### config.mk
export PLATFORM = sky130hd
export DESIGN_NAME = frv_core_fetch_queue
export DESIGN_NICKNAME = d
export VERILOG_FILES = /design/src/rtl/frv_core_fetch_queue.sv
export SDC_FILE = /design/constraint.sdc
export NUM_CORES = 1
export LEC_CHECK = 0
export ABC_AREA = 0
export BUFFER_PORTS_ARGS = -buffer_cell sky130_fd_sc_hd__buf_2
export CAP_MARGIN = 20
export CORE_ASPECT_RATIO = 0.9
export CORE_MARGIN = 10
export CORE_UTILIZATION = 50
export DETAILED_ROUTE_END_ITERATION = 10
export GPL_ROUTABILITY_DRIVEN = 0
export PLACE_DENSITY = 0.75
export SLEW_MARGIN = 15
export SYNTH_ARGS = -nofsm -noshare
export SYNTH_HDL_FRONTEND = slang
export SYNTH_SLANG_ARGS = --single-unit
### constraint.sdc
create_clock -name g_clk -period 3.95 [get_ports g_clk]
set_input_delay 0.395 -clock g_clk [delete_from_list [all_inputs] [get_ports g_clk]]
set_output_delay 0.395 -clock g_clk [all_outputs]
set_load 0.05 [all_outputs]
### src/rtl/frv_core_fetch_queue.sv
// Fetch queue: 32-bit bus words into a BUF_DEPTH-halfword ring, one whole
// instruction per cycle to decode. Optional feature macro: FRV_FETCH_RVC_EN.
module frv_core_fetch_queue #(
    parameter logic [31:0] FRV_PC_RESET_VALUE = 32'h8000_0000,
    parameter int          BUF_DEPTH          = 6
) (
    input  logic        g_clk,
    input  logic        g_resetn,
    input  logic        cf_req,
    input  logic [31:0] cf_target,
    output logic        cf_ack,
    output logic        imem_cen,
    output logic        imem_wen,
    output logic [3:0]  imem_strb,
    output logic [31:0] imem_addr,
    output logic [31:0] imem_wdata,
    input  logic [31:0] imem_rdata,
    input  logic        imem_stall,
    input  logic        imem_error,
    output logic        s0_valid,
    output logic [31:0] s0_data,
    output logic        s0_size,
    output logic [31:0] s0_pc,
    output logic        s0_error,
    input  logic        s1_busy
);
    localparam int PW = (BUF_DEPTH > 1) ? $clog2(BUF_DEPTH) : 1;
    localparam int CW = $clog2(BUF_DEPTH + 1);
    localparam logic [0:0]  ST_RUN  = 1'b0;
    localparam logic [0:0]  ST_HALT = 1'b1;
    localparam logic [PW:0] DEPTH_P = (PW+1)'(BUF_DEPTH);

    // Inputs never exceed 2*BUF_DEPTH-1, so one conditional subtract wraps.
    function automatic logic [PW-1:0] wrap_idx(input logic [PW:0] idx);
        if (idx >= DEPTH_P) begin
            wrap_idx = PW'(idx - DEPTH_P);
        end else begin
            wrap_idx = idx[PW-1:0];
        end
    endfunction

    logic [0:0]    state_q, state_d;
    logic [CW-1:0] count_q, count_d;
    logic [PW-1:0] head_q, head_d;
    logic [31:0]   fetch_q, fetch_d;
    logic [31:0]   pc_q, pc_d;
    logic          cf_half_q, cf_half_d;
    logic [15:0]   hw_q [BUF_DEPTH];
    logic          err_q [BUF_DEPTH];

    logic [PW-1:0] head1_s, tail0_s, tail1_s;
    logic [15:0]   hw0_s, hw1_s;
    logic          err0_s, err1_s;
    logic          is32_s, push_lo_s, push_err_s;
    logic          consume_s, xfer_s, flush_s, push_s;
    logic [CW-1:0] pop_n_s, push_n_s;
    logic          cf_target_unused_s;

    assign cf_target_unused_s = cf_target[0];

    // Ring indexing, head decode and push policy.
    always_comb begin
        head1_s = wrap_idx({1'b0, head_q} + (PW+1)'(1));
        tail0_s = wrap_idx({1'b0, head_q} + (PW+1)'(count_q));
        tail1_s = wrap_idx({1'b0, tail0_s} + (PW+1)'(1));
        hw0_s   = hw_q[head_q];
        hw1_s   = hw_q[head1_s];
        err0_s  = err_q[head_q];
        err1_s  = err_q[head1_s];
`ifdef FRV_FETCH_RVC_EN
        is32_s     = (hw0_s[1:0] == 2'b11);
        push_lo_s  = !cf_half_q;
        push_err_s = imem_error;
`else
        // A halfword-offset target cannot be fetched; poison the next word.
        is32_s     = 1'b1;
        push_lo_s  = 1'b1;
        push_err_s = imem_error | cf_half_q;
`endif
    end

    assign imem_cen   = g_resetn && (state_q == ST_RUN) &&
                        ((CW+1)'(count_q) + (CW+1)'(2) <= (CW+1)'(BUF_DEPTH));
    assign imem_wen   = 1'b0;
    assign imem_strb  = 4'b0000;
    assign imem_wdata = 32'h0000_0000;
    assign imem_addr  = fetch_q;
    assign cf_ack     = !imem_cen || !imem_stall;

    assign s0_valid = !cf_req &&
                      ((count_q >= CW'(2)) || (!is32_s && (count_q >= CW'(1))));
    assign s0_size  = is32_s;
    assign s0_data  = is32_s ? {hw1_s, hw0_s} : {16'h0000, hw0_s};
    assign s0_pc    = pc_q;
    assign s0_error = s0_valid && (err0_s || (is32_s && err1_s));

    // Occupancy, pointer, fetch address, PC and run/halt sequencing.
    always_comb begin
        consume_s = s0_valid && !s1_busy;
        xfer_s    = imem_cen && !imem_stall;
        flush_s   = cf_req && cf_ack;
        push_s    = xfer_s && !flush_s;
        pop_n_s   = consume_s ? (is32_s ? CW'(2) : CW'(1)) : {CW{1'b0}};
        push_n_s  = push_s ? (push_lo_s ? CW'(2) : CW'(1)) : {CW{1'b0}};
        if (flush_s) begin
            state_d   = ST_RUN;
            count_d   = {CW{1'b0}};
            head_d    = head_q;
            fetch_d   = {cf_target[31:2], 2'b00};
            pc_d      = {cf_target[31:1], 1'b0};
            cf_half_d = cf_target[1];
        end else begin
            head_d  = wrap_idx({1'b0, head_q} + (PW+1)'(pop_n_s));
            count_d = count_q - pop_n_s + push_n_s;
            if (consume_s) begin
                pc_d = pc_q + (is32_s ? 32'd4 : 32'd2);
            end else begin
                pc_d = pc_q;
            end
            if (push_s) begin
                fetch_d   = fetch_q + 32'd4;
                cf_half_d = 1'b0;
                state_d   = push_err_s ? ST_HALT : state_q;
            end else begin
                fetch_d   = fetch_q;
                cf_half_d = cf_half_q;
                state_d   = state_q;
            end
        end
    end

    // Control registers with synchronous active-low reset.
    always_ff @(posedge g_clk) begin
        if (!g_resetn) begin
            state_q   <= ST_RUN;
            count_q   <= {CW{1'b0}};
            head_q    <= {PW{1'b0}};
            fetch_q   <= FRV_PC_RESET_VALUE;
            pc_q      <= FRV_PC_RESET_VALUE;
            cf_half_q <= 1'b0;
        end else begin
            state_q   <= state_d;
            count_q   <= count_d;
            head_q    <= head_d;
            fetch_q   <= fetch_d;
            pc_q      <= pc_d;
            cf_half_q <= cf_half_d;
        end
    end

    // Ring storage carries no reset; count_q defines which entries are live.
    always_ff @(posedge g_clk) begin
        if (push_s) begin
            if (push_lo_s) begin
                hw_q[tail0_s]  <= imem_rdata[15:0];
                err_q[tail0_s] <= push_err_s;
                hw_q[tail1_s]  <= imem_rdata[31:16];
                err_q[tail1_s] <= push_err_s;
            end else begin
                hw_q[tail0_s]  <= imem_rdata[31:16];
                err_q[tail0_s] <= push_err_s;
            end
        end
    end
endmodule
After elaboration in Yosys (flattened, before gate mapping)
Memory sizes are Yosys's and may differ from the RTL's. A register that Yosys moved wholly into a read port is not among the register bits.
Index checks and enable logic that the tools add are counted.
{"block": "classes", "n_reduce_logical": 19, "n_lt_le_gt_ge": 6, "mux": 18, "n_addsub": 13, "n_bitwise": 3}
{"op": "$mux W32", "n": 4}
{"op": "$add A32 B3 Y32 const B", "n": 2}
{"op": "$mux W3", "n": 8}
{"op": "$ge A4 B3 Y1 const B", "n": 4}
{"op": "$sub A3 B3 Y3 const B", "n": 4}
{"op": "$add A3 B1 Y4 const B", "n": 2}
{"op": "$logic_and A1 B1 Y1", "n": 8}
{"op": "$logic_not A1 Y1", "n": 5}
{"op": "$add A3 B2 Y4", "n": 1}
{"op": "$add A3 B2 Y4 const B", "n": 1}
{"op": "$add A3 B3 Y4", "n": 1}
{"op": "$le A4 B3 Y1 const B", "n": 1}
{"op": "$mux W1", "n": 4}
{"op": "$mux W2", "n": 2}
{"op": "$reduce_bool A2 Y1", "n": 2}
{"op": "$add A3 B2 Y3", "n": 1}
{"op": "$ge A3 B2 Y1 const B", "n": 1}
{"op": "$sub A3 B2 Y3", "n": 1}
{"op": "$logic_or A1 B1 Y1", "n": 2}
{"op": "$not A1 Y1", "n": 2}
{"op": "$reduce_and A2 Y1", "n": 1}
{"op": "$reduce_or A2 Y1", "n": 1}
{"op": "$or A1 B1 Y1", "n": 1}
{"block": "word_totals", "wordCells": 69, "ramBits": 102, "register_bits": 72, "n_memories": 2, "out_inout_bits": 138, "input_bits": 70}
{"name": "hw_q", "words": 6, "word_bits": 16, "rd": 2, "rd_clocked_by_memory_dff": 1, "wr": 2, "line": "48", "rtl": "logic [15:0] hw_q [BUF_DEPTH];"}
{"name": "err_q", "words": 6, "word_bits": 1, "rd": 2, "rd_clocked_by_memory_dff": 1, "wr": 2, "line": "49", "rtl": "logic err_q [BUF_DEPTH];"}

Depth between registers and ports, before layout
{"block": "logic_depth", "ltp_word": 10, "mapped_depth": 11, "depth_no_buf": 9}

Worst setup path before layout
OpenSTA, ideal clock, no wires.
{"block": "synth_timing", "path_type": "reg-to-reg", "start": "register head_q[2]", "end": "memory hw_q[1][10], data pin", "t_required_ns": 3.690, "stages_incl_launch_ff": 9, "setup_time_ns": 0.260, "setup_slack_ns": 0.873, "arrival_ns": 2.817, "cell_sequence": "dfxtp_1 -> clkbuf_1 -> inv_1 -> fa_1 -> o21ai_0 -> ha_1 -> nor2_2 -> buf_2 -> mux2_2"}
{"item": "start: declaration", "line": "44", "rtl": "logic [PW-1:0] head_q, head_d;"}
{"item": "start signal: assignment", "line": "137", "rtl": "head_q <= {PW{1'b0}};"}
{"item": "end: declaration", "line": "48"}

==> reports/results.ini <==
[job]
cap_violations=0

[synthesis]
synth_fa_ha_area_frac=0.01988
async_flop_share=0
yosysTopAreaCell=edfxtp_1
yosys-top-cells-area=edfxtp_1, dfxtp_1, mux2_2
ys.warnings.count=0
synth_top_family_by_area=simple AND/OR/NAND/NOR gates
synth.mux.area_fraction=0.1086
ys_seq_elements=171
synth_area_um2=8687
synth-edff-count=102
syn_inst=796
synth_xor_area_frac=0.05041
synth-simple-area-share=0.1288
syn_avg_cell_area_um2=10.91
synth_top_cell_area_share=0.3526
synth_flop_cell=edfxtp_1
yosysSeqAreaShare=0.5116
synth_compound_area_frac=0.1080
yosysUniqueCellTypes=58

[floorplanning]
core_um2=16950
die_x_um=158.9
die_y_um=145.0
io_pins=208
start_util=0.5126
row_count=45
fp.dieArea_um2=23050

[cts]
clk_pin_slew_worst_paths_ps=70
clock_latency_ps=420
root_buffer=clkbuf_16
cts_tree=yes
cts_buffer_depth=2
cts.sinks=171
h-tree-depth=4
cts_hold_buf=0
cts_buffers=17
cts_resized=0
cts_setup_buffers=0

[sta]
finalSetupTns_ps=0
setup-violations-final=0
layout_min_cycle_time_ps=2924
maxSlewHeadroom=0.3158
period_share=0.7404
rsz0062_at_grt=false
final-max-slew-violation-count=0
worst_slew_pin_slew_ps=1025
skew_ps=11.77
hold_viol=0
fmax_mhz=342.0
fin_ws_ps=1026

[cells_and_area]
final_cell_mix=buf_2, edfxtp_1, a21oi_1, dfxtp_1, o21ai_0
finalCoreUtilization=0.5915
drive_gt1_frac=0.2896
final_cell_area_um2=10020
area_delta_synth_final_pct=15.40
nets=1015
layout_commonest_cell=buf_2
layout.cells.non_filler=1182

[worst_setup_path]
path_class=register to register
rrSetupSlack_ps=1030
required_ps=4120
worstRegToRegCells=8
crit_arrival_ps=3100
rr_endpoint=hw_q[1][12]
startpoint_type=register
path_max_fanout=33
endpoint_kind=register
r2r_start=count_q[1]

[power_and_ir_drop]
combPwrFrac=0.215
irDropWorstVdd_uv=373.6
internal-power_mw=3.081
switchingPower_mw=1.588
leakagePower_nw=3.762
p_per_area_nw_per_um2=465.8
switching_share=0.3401
p_clk_frac=0.339
seq_power_share=0.446

[global_routing]
grt_antenna_before_repair=1
grt_max_degree=53
gr-total-overflow=0
grt_first_pass_wirelength_um=33190
grt_pass1_vias=6122
grt_use_total=0.1791

[outcome]
status=finished, final reports clean

[worst_hold_path]
whs_endpoint=s0_pc[1]
holdCritPathClass=input pin to register
hold_path.startpoint=cf_target[1]
hold_depth=3

[placement]
dp.cells=1149
dp_hpwl_um=15710
place_area_um2=9469
port_buffers=165
pre_cts_ws_ps=1053

[routing]
drt_iter0_markers=430
viasPerCell=5.398
drtPass1Iterations=4
ant_nets=0
dr_total_vias=6381
wirelength_um=21690
wl_per_cell_um=18.35
drc=0

## worst max-delay path, cell delays in order (launching register included)
cell and delay [ps]:
dfxtp_1 420, ha_1 180, inv_1 50, fa_1 480, o21ai_0 340, ha_1 310
nor2_2 100, buf_4 390, mux2_2 380
## kinds of logic (layout without fill, tap and decap cells)
| logic type | Yosys count | in the layout |
|---|---|---|
| AO/OA/AOI/OAI | 167 | 167 |
| XOR/XNOR | 50 | 50 |
| other | 2 | 42 |
| flip-flops | 171 | 171 |
| adder cells (fa/ha/maj) | 12 | 12 |
| multiplexers | 88 | 88 |
| AND/OR/NAND/NOR | 193 | 193 |
| buffers and inverters | 113 | 224 |
## sequential cells by signal (all words and copies together) (netlist names), named ones only
register and count:
imem_addr 30, s0_pc 31, head_q 2, count_q 2, err_q 6, hw_q 96
cf_half_q 1, state_q 1
## routing by layer
| layer | vias to the layer above | track usage | routed length, um |
|---|---|---|---|
| met4 | 0 | 0.05880 | 416 |
| li1 | 3100 | - | - |
| met5 | - | 0 | 0 |
| met1 | 3055 | 0.2295 | 9525 |
| met2 | 201 | 0.2828 | 10390 |
| met3 | 25 | 0.05479 | 1354 |
## stage by stage
step	hold WS (ps)	power, mW
after floorplan	471.8	2.906
after global placement	441.7	3.108
after detailed placement	444.9	3.123
after CTS	204.2	4.692
after global routing	212.0	4.845
final	222.0	4.669
## synthesized netlist by cell type (all sizes together) (2+ instances only)
cell type	count
a211oi	20
a21oi	74
a2bb2oi	2
a31oi	7
and2	6
and3	12
and4	7
buf	54
clkbuf	42
clkinv	2
conb	2
dfxtp	69
edfxtp	102
fa	3
ha	9
inv	15
mux2	50
mux2i	38
nand2	51
nand2b	2
nand3	22
nand4	17
nand4b	3
nor2	21
nor2b	17
nor3	11
nor4	10
nor4b	2
o21ai	54
or3	6
or4	2
xnor2	31
xor2	19
## area by class of cell
class                   count  area, um2
diodes                      1      2.502
clock buffers              18      429.2
clock inverters            14      123.9
flip-flops and latches    171       4446
fillers                  1436       6923
multi-input cells         551       3765
repair buffers            175      900.9
inverters                  17      63.81
well taps                 235      294.0
## power groups by stage
stage	clock (mW)	sequential (mW)	combinational, mW
after floorplan	0	2.26	0.650
after global placement	0	2.11	0.995
after detailed placement	0	2.12	1.01
after CTS	1.60	2.08	1.01
after global routing	1.68	2.09	1.07
final	1.58	2.08	1.01
## worst max-delay path by stage
stage / end / depth (start not counted) / start
after floorplan: hw_q[1][10] / 8 / head_q[2]
after global placement: hw_q[1][12] / 8 / count_q[1]
after detailed placement: hw_q[1][13] / 8 / count_q[1]
after CTS: hw_q[1][2] / 8 / count_q[1]
after global routing: hw_q[1][7] / 8 / count_q[1]
final: hw_q[1][12] / 8 / count_q[1]
(Power assumes the default switching activity.)
